`config.mk`:
```
export PLATFORM = sky130hd
export DESIGN_NAME = systolic_mm_engine
export DESIGN_NICKNAME = d
export VERILOG_FILES = /design/src/rtl/systolic_mm_engine.sv
export SDC_FILE = /design/constraint.sdc
export NUM_CORES = 2
export LEC_CHECK = 0
export CAP_MARGIN = 20
export CORE_UTILIZATION = 35
export CTS_CLUSTER_DIAMETER = 40
export DETAILED_ROUTE_END_ITERATION = 7
export GPL_TIMING_DRIVEN = 0
export PLACE_DENSITY = 0.56
export SLEW_MARGIN = 20
export SYNTH_ARGS = -nofsm -noshare
export SYNTH_HDL_FRONTEND = slang
export SYNTH_SLANG_ARGS = --single-unit
```
`constraint.sdc`:
```
create_clock -name clk -period 16.4 [get_ports clk]
set_clock_uncertainty 0.05 [all_clocks]
set_input_delay 1.64 -clock clk [delete_from_list [all_inputs] [get_ports clk]]
set_output_delay 1.64 -clock clk [all_outputs]
set_load 0.02 [all_outputs]
```
`src/rtl/systolic_mm_engine.sv`:
```
// systolic_mm_engine: output-stationary DIM_R x DIM_C systolic matrix multiply.
// C = sum_k A[:,k] * B[k,:], with internal input skew and a start/busy/done FSM.
// Optional saturation of every accumulate when SYSTOLIC_SAT_EN is defined;
// otherwise accumulators wrap in two's complement. Port list is the same either way.
// Ports:
//   clk, rst          clock, synchronous active-high reset
//   start, k_len      job start (IDLE only) and reduction length
//   busy              high in every state except IDLE
//   in_valid/in_ready operand beat handshake (in_ready only in LOAD)
//   a_col, b_row      column k of A, row k of B
//   out_valid/ready   result row handshake
//   out_row_idx,c_row index and contents of the presented result row
//   done              one-cycle pulse after the last row is accepted
module systolic_mm_engine #(
    parameter int unsigned BITS_AB = 8,
    parameter int unsigned BITS_C  = 16,
    parameter int unsigned DIM_R   = 4,
    parameter int unsigned DIM_C   = 4,
    parameter int unsigned KW      = 8,
    localparam int unsigned RW     = (DIM_R > 1) ? $clog2(DIM_R) : 1
) (
    input  logic                             clk,
    input  logic                             rst,
    input  logic                             start,
    input  logic [KW-1:0]                    k_len,
    output logic                             busy,
    input  logic                             in_valid,
    output logic                             in_ready,
    input  logic [DIM_R-1:0][BITS_AB-1:0]    a_col,
    input  logic [DIM_C-1:0][BITS_AB-1:0]    b_row,
    output logic                             out_valid,
    input  logic                             out_ready,
    output logic [RW-1:0]                    out_row_idx,
    output logic [DIM_C-1:0][BITS_C-1:0]     c_row,
    output logic                             done
);

    localparam int unsigned PW        = 2 * BITS_AB;
    localparam int unsigned FLUSH_LEN = DIM_R + DIM_C - 1;
    localparam int unsigned FW        = $clog2(FLUSH_LEN + 1);

    typedef enum logic [1:0] {IDLE, LOAD, FLUSH, DRAIN} state_t;

    state_t              state, state_next;
    logic                clear, step, last_row;
    logic [KW-1:0]       k_rem;
    logic [FW-1:0]       flush_cnt;

    logic signed [BITS_AB-1:0] inj_a  [DIM_R];
    logic signed [BITS_AB-1:0] inj_b  [DIM_C];
    logic signed [BITS_AB-1:0] a_edge [DIM_R];
    logic signed [BITS_AB-1:0] b_edge [DIM_C];
    logic signed [BITS_AB-1:0] a_in   [DIM_R][DIM_C];
    logic signed [BITS_AB-1:0] b_in   [DIM_R][DIM_C];
    logic signed [BITS_AB-1:0] a_pe   [DIM_R][DIM_C];
    logic signed [BITS_AB-1:0] b_pe   [DIM_R][DIM_C];
    logic        [BITS_C-1:0]  prod   [DIM_R][DIM_C];
    logic [DIM_C-1:0][BITS_C-1:0] acc [DIM_R];

    // One accumulate step: wrap, or clamp on signed overflow.
    function automatic logic [BITS_C-1:0] acc_add(input logic [BITS_C-1:0] x,
                                                  input logic [BITS_C-1:0] y);
`ifdef SYSTOLIC_SAT_EN
        logic [BITS_C-1:0] s;
        s = x + y;
        if ((x[BITS_C-1] == y[BITS_C-1]) && (s[BITS_C-1] != x[BITS_C-1]))
            s = x[BITS_C-1] ? {1'b1, {(BITS_C-1){1'b0}}} : {1'b0, {(BITS_C-1){1'b1}}};
        return s;
`else
        return x + y;
`endif
    endfunction

    // State register
    always_ff @(posedge clk) begin
        if (rst) state <= IDLE;
        else     state <= state_next;
    end

    // Next-state and array control
    always_comb begin
        state_next = state;
        clear      = 1'b0;
        step       = 1'b0;
        last_row   = (out_row_idx == RW'(DIM_R - 1));
        case (state)
            IDLE: begin
                if (start) begin
                    clear      = 1'b1;
                    state_next = (k_len == '0) ? DRAIN : LOAD;
                end
            end
            LOAD: begin
                step = in_valid;
                if (in_valid && (k_rem == KW'(1))) state_next = FLUSH;
            end
            FLUSH: begin
                step = 1'b1;
                if (flush_cnt == FW'(FLUSH_LEN - 1)) state_next = DRAIN;
            end
            DRAIN: begin
                if (out_ready && last_row) state_next = IDLE;
            end
            default: state_next = IDLE;
        endcase
    end

    // Remaining beats and flush length counters
    always_ff @(posedge clk) begin
        if (rst) begin
            k_rem     <= '0;
            flush_cnt <= '0;
        end else begin
            if (clear)                          k_rem <= k_len;
            else if (state == LOAD && in_valid) k_rem <= k_rem - KW'(1);
            if (state == FLUSH) flush_cnt <= flush_cnt + FW'(1);
            else                flush_cnt <= '0;
        end
    end

    // Operand injection: live data in LOAD, zeros while flushing
    always_comb begin
        for (int i = 0; i < int'(DIM_R); i++) inj_a[i] = (state == LOAD) ? a_col[i] : '0;
        for (int j = 0; j < int'(DIM_C); j++) inj_b[j] = (state == LOAD) ? b_row[j] : '0;
    end

    // A skew: row i delayed by i steps
    for (genvar gi = 0; gi < int'(DIM_R); gi++) begin : g_skew_a
        if (gi == 0) begin : g_direct
            assign a_edge[gi] = inj_a[gi];
        end else begin : g_chain
            logic signed [BITS_AB-1:0] sr [gi];
            always_ff @(posedge clk) begin
                if (rst || clear) begin
                    for (int d = 0; d < gi; d++) sr[d] <= '0;
                end else if (step) begin
                    sr[0] <= inj_a[gi];
                    for (int d = 1; d < gi; d++) sr[d] <= sr[d-1];
                end
            end
            assign a_edge[gi] = sr[gi-1];
        end
    end

    // B skew: column j delayed by j steps
    for (genvar gj = 0; gj < int'(DIM_C); gj++) begin : g_skew_b
        if (gj == 0) begin : g_direct
            assign b_edge[gj] = inj_b[gj];
        end else begin : g_chain
            logic signed [BITS_AB-1:0] sr [gj];
            always_ff @(posedge clk) begin
                if (rst || clear) begin
                    for (int d = 0; d < gj; d++) sr[d] <= '0;
                end else if (step) begin
                    sr[0] <= inj_b[gj];
                    for (int d = 1; d < gj; d++) sr[d] <= sr[d-1];
                end
            end
            assign b_edge[gj] = sr[gj-1];
        end
    end

    // PE operand routing: A flows right, B flows down
    for (genvar gi = 0; gi < int'(DIM_R); gi++) begin : g_row
        for (genvar gj = 0; gj < int'(DIM_C); gj++) begin : g_col
            logic signed [PW-1:0] full;
            if (gj == 0) begin : g_a_edge
                assign a_in[gi][gj] = a_edge[gi];
            end else begin : g_a_pass
                assign a_in[gi][gj] = a_pe[gi][gj-1];
            end
            if (gi == 0) begin : g_b_edge
                assign b_in[gi][gj] = b_edge[gj];
            end else begin : g_b_pass
                assign b_in[gi][gj] = b_pe[gi-1][gj];
            end
            assign full         = a_in[gi][gj] * b_in[gi][gj];
            assign prod[gi][gj] = BITS_C'(full);
        end
    end

    // PE pipeline registers and accumulators; the grid only moves on a step
    always_ff @(posedge clk) begin
        if (rst || clear) begin
            for (int i = 0; i < int'(DIM_R); i++)
                for (int j = 0; j < int'(DIM_C); j++) begin
                    a_pe[i][j] <= '0;
                    b_pe[i][j] <= '0;
                    acc[i][j]  <= '0;
                end
        end else if (step) begin
            for (int i = 0; i < int'(DIM_R); i++)
                for (int j = 0; j < int'(DIM_C); j++) begin
                    a_pe[i][j] <= a_in[i][j];
                    b_pe[i][j] <= b_in[i][j];
                    acc[i][j]  <= acc_add(acc[i][j], prod[i][j]);
                end
        end
    end

    // Registered outputs. The last flush step only adds zeros, so acc is
    // already final when row 0 is captured on entry to DRAIN.
    always_ff @(posedge clk) begin
        if (rst) begin
            busy        <= 1'b0;
            in_ready    <= 1'b0;
            out_valid   <= 1'b0;
            done        <= 1'b0;
            out_row_idx <= '0;
            c_row       <= '0;
        end else begin
            busy      <= (state_next != IDLE);
            in_ready  <= (state_next == LOAD);
            out_valid <= (state_next == DRAIN);
            done      <= (state == DRAIN) && out_ready && last_row;
            if ((state != DRAIN) && (state_next == DRAIN)) begin
                out_row_idx <= '0;
                c_row       <= clear ? '0 : acc[0];
            end else if ((state == DRAIN) && out_ready) begin
                if (last_row) begin
                    out_row_idx <= '0;
                    c_row       <= '0;
                end else begin
                    out_row_idx <= out_row_idx + RW'(1);
                    c_row       <= acc[out_row_idx + RW'(1)];
                end
            end
        end
    end

endmodule

```
==> key figures <==
Outcome
  • Status: finished clean

Timing
  • Relative slew margins: 0.179
  • Final worst path period share: 0.427
  • Unrepaired setup endpoints after global routing: false
  • Final hold vios: 0
  • Max Freq: 0.143 GHz
  • Worst Setup Slack, final: approximately 9.4 ns
  • Final Max Slew Viols: 0
  • Crit path time final: ~7 ns
  • Slew @ Worst Pin: 1.23 ns
  • Final setup fails: 0

Finish
  • Util after Layout: 0.401
  • Final cell count without fillers: 9770
  • Final-stage net count: 8777
  • Register Area: between 15000 and 20000 um^2
  • Area growth syn-to-layout: 14.0%
  • Post-route cell area: ~82000 um^2
  • Multi-input gate area: 48200 um^2
  • Share of layout cells above drive strength 1: 0.0625
  • Fillers: a little under 20000

Logic synthesis
  • Library cells used by synthesis: 66
  • Yosys top cell area share: 0.316
  • Post-synth top cells: inv_1, fa_1, and2_1, ha_1, edfxtp_1
  • Synth warn: 0
  • Cells after Synth: 6659
  • Ys async rst share: 0
  • Top cells by area, synth: fa_1, edfxtp_1, ha_1
  • Most numerous cell in the Yosys netlist: inv_1
  • Mapped cell area: 72000 um^2
  • Syn avg cell area: about 11 um^2
  • Top_reg_cell synth: edfxtp_1
  • Post-synth EDFFs: 544
  • Largest area contributor in the netlist: fa_1
  • Synthesized flop and latch total: 627
  • Sequential fraction of the synthesis area: 0.250
  • Syn nets: about 8500

Setup path
  • Worst Path Required: 16.87 ns
  • R2R depth: 19
  • Crit Path Max Fanout: 10
  • Startpoint Class: flop
  • CP Capture Type: flop
  • Arr. time, crit path: 7.48 ns
  • Crit Path Class: reg2reg

Clock network
  • Post-CTS resize count: 0
  • Clk pin slew, worst setup/hold paths: 0.05 ns
  • CTS Buf Count: 136
  • Root buf cell: clkbuf_16
  • Clk Latency, worst-skew pair: 0.79 ns
  • H-tree depth: 4
  • Clk sinks: 627
  • Post-CTS setup buffer count: 0
  • CTS tree: done
  • Hold_buf cts: 0
  • CTS max path bufs: 3

Routing
  • WL per Instance: 21.5 um
  • Drt pass-1 iters: 5
  • DR vias/cell: 4.94
  • Antenna-violating nets left: 0
  • Via count: 48300
  • Remaining DRCs: 0
  • DRT iter0 DRCs: 3094
  • WL final: 210000 um

Pwr
  • Maximum vdd drop: approximately 0.16 mV
  • Cell Int Power: 0.00916 W
  • Switching share of power: 0.481
  • Pwr Total: 0.0177 W
  • Comb power frac: 0.659
  • Pwr dens: around 220 nW/um^2
  • Pleak: slightly below 40 nW
  • NetSw: 0.00850 W
  • Clk network pwr share: 0.161
  • Sequential Power Share: 0.179

Min path
  • Hold Path Depth: 1
  • Min-Delay Path Class: reg2reg

Global route
  • Total gr overflow: 0
  • Largest net degree at the start of global routing: 55
  • Vias in the first global route: between 50000 and 60000
  • Initial antenna violation count: 19
  • First-pass GRT wire length: about 320000 um
  • Tot GR Track Use: 0.208

Die
  • Die W: roughly 460 um
  • Die area: 208000 um^2
  • FP Rows: 166
  • Initial cell density of the core: 0.352
  • Core ar.: 205000 um^2
  • Ports: 147
  • Die height: about 460 um

Place
  • Area of placed instances: 77400 um^2
  • Final GP Congestion: a little under 0.9
  • Dpl cells: 9512
  • Port Buffers: between 100 and 150
  • Pre-CTS setup slack: 8.81 ns
  • Dpl hpwl: 172000 um

Flow run
  • Max cap viols: 0
-- logic make-up (layout without fill, tap and decap cells) --
| family | count (synthesis) | in the layout | synth area share |
|---|---|---|---|
| and+or+nand+nor | 1852 | 1852 | 0.136 |
| adders and majority gates | 1738 | 1738 | 0.420 |
| buffers and inverters | 1522 | 1940 | 0.0813 |
| DFF | 627 | 627 | 0.250 |
| AOI/OAI and AO/OA | 566 | 566 | 0.0573 |
| xor gates and xnor gates | 267 | 267 | 0.0325 |
| muxes | 87 | 87 | 0.0233 |
| other | 0 | 5 | 0 |
-- cell usage in the layout (no fill, tap or decap), drive strengths merged, types with 12 or more instances in the layout --
| cell | instances |
|---|---|
| nor2 | 321 |
| clkbuf | 289 |
| o211ai | 22 |
| and2 | 823 |
| a211oi | 114 |
| clkinvlp | 14 |
| nand2 | 400 |
| and3 | 97 |
| nand3 | 39 |
| o21ai | 137 |
| mux4 | 64 |
| or3 | 16 |
| a21oi | 91 |
| clkinv | 43 |
| inv | 1387 |
| a21o | 54 |
| nor4 | 18 |
| o21a | 17 |
| bufinv | 15 |
| a31oi | 12 |
| edfxtp | 544 |
| mux2i | 23 |
| clkdlybuf4s50 | 142 |
| a2bb2oi | 64 |
| dfxtp | 83 |
| buf | 50 |
| nor3b | 15 |
| xor2 | 46 |
| xnor2 | 221 |
| fa | 1136 |
| ha | 602 |
| nand2b | 79 |
| nor3 | 27 |
-- flip-flops by register name (all words and copies together) (netlist names), 2 cells and up --
signal	flops
acc	256
state	2
a_pe	96
out_row_idx	2
c_row	64
flush_cnt	3
g_skew_a.g_chain.sr	48
k_rem	8
b_pe	96
g_skew_b.g_chain.sr	48
-- through the flow --
stage	setup TNS, ns	hold WS [ns]
2_1_floorplan	0	0.367
3_3_place_gp	-3434.84	0.381
3_5_place_dp	0	0.391
4_1_cts	0	0.397
5_1_grt	0	0.422
6_report	0	0.395
-- path summary, 6_finish.rpt --
| path | from | slack [ns] | end |
|---|---|---|---|
| max | state[1] | 9.39 | acc[0][15] |
| min | flush_cnt[0] | 0.39 | flush_cnt[0] |
| max reg2reg | state[1] | 9.39 | acc[0][15] |
| min reg2reg | flush_cnt[0] | 0.39 | flush_cnt[0] |
-- final cells by class --
| class | instances | share of cell area |
|---|---|---|
| Inverter | 1358 | 0.0621 |
| Timing Repair Buffer | 165 | 0.0241 |
| Tap cell | 2688 | 0.0410 |
| Multi-Input combinational cell | 4510 | 0.587 |
| Clock buffer | 152 | 0.0427 |
| Clock inverter | 101 | 0.0144 |
| Sequential cell | 627 | 0.219 |
| Antenna cell | 5 | 0.000152 |
| Buffer | 164 | 0.00954 |
-- worst max-delay path, cell delays in order, from the launching register on --
cell	delay [ns]
dfxtp_1	0.35
inv_1	0.12
ha_1	0.19
clkbuf_8	0.21
clkbuf_1	0.69
clkbuf_1	0.59
nand3_1	0.21
fa_1	0.55
fa_1	0.56
inv_1	0.06
fa_1	0.52
fa_1	0.44
fa_1	0.38
ha_1	0.40
a21oi_1	0.18
o211ai_1	0.22
o311a_1	0.39
nor4_1	0.38
or3_1	0.17
a21oi_1	0.05
-- power by group through the flow --
stage | clock network (W) | logic (W) | registers [W]
2_1_floorplan | 0 | 0.00882 | 0.00296
3_3_place_gp | 0 | 0.0113 | 0.00360
3_5_place_dp | 0 | 0.0115 | 0.00319
4_1_cts | 0.00289 | 0.0117 | 0.00317
5_1_grt | 0.00295 | 0.0134 | 0.00322
6_report | 0.00285 | 0.0116 | 0.00317
-- metal layers --
| metal | global-route usage | share of wire | vias to the layer above |
|---|---|---|---|
| met5 | 0 | 0.00012 | - |
| met4 | 0.0750 | 0.037 | 4 |
| met3 | 0.0291 | 0.049 | 312 |
| met2 | 0.356 | 0.50 | 1214 |
| met1 | 0.267 | 0.42 | 25000 |
| li1 | - | - | 21800 |
Power figures use the tool's default switching activity.
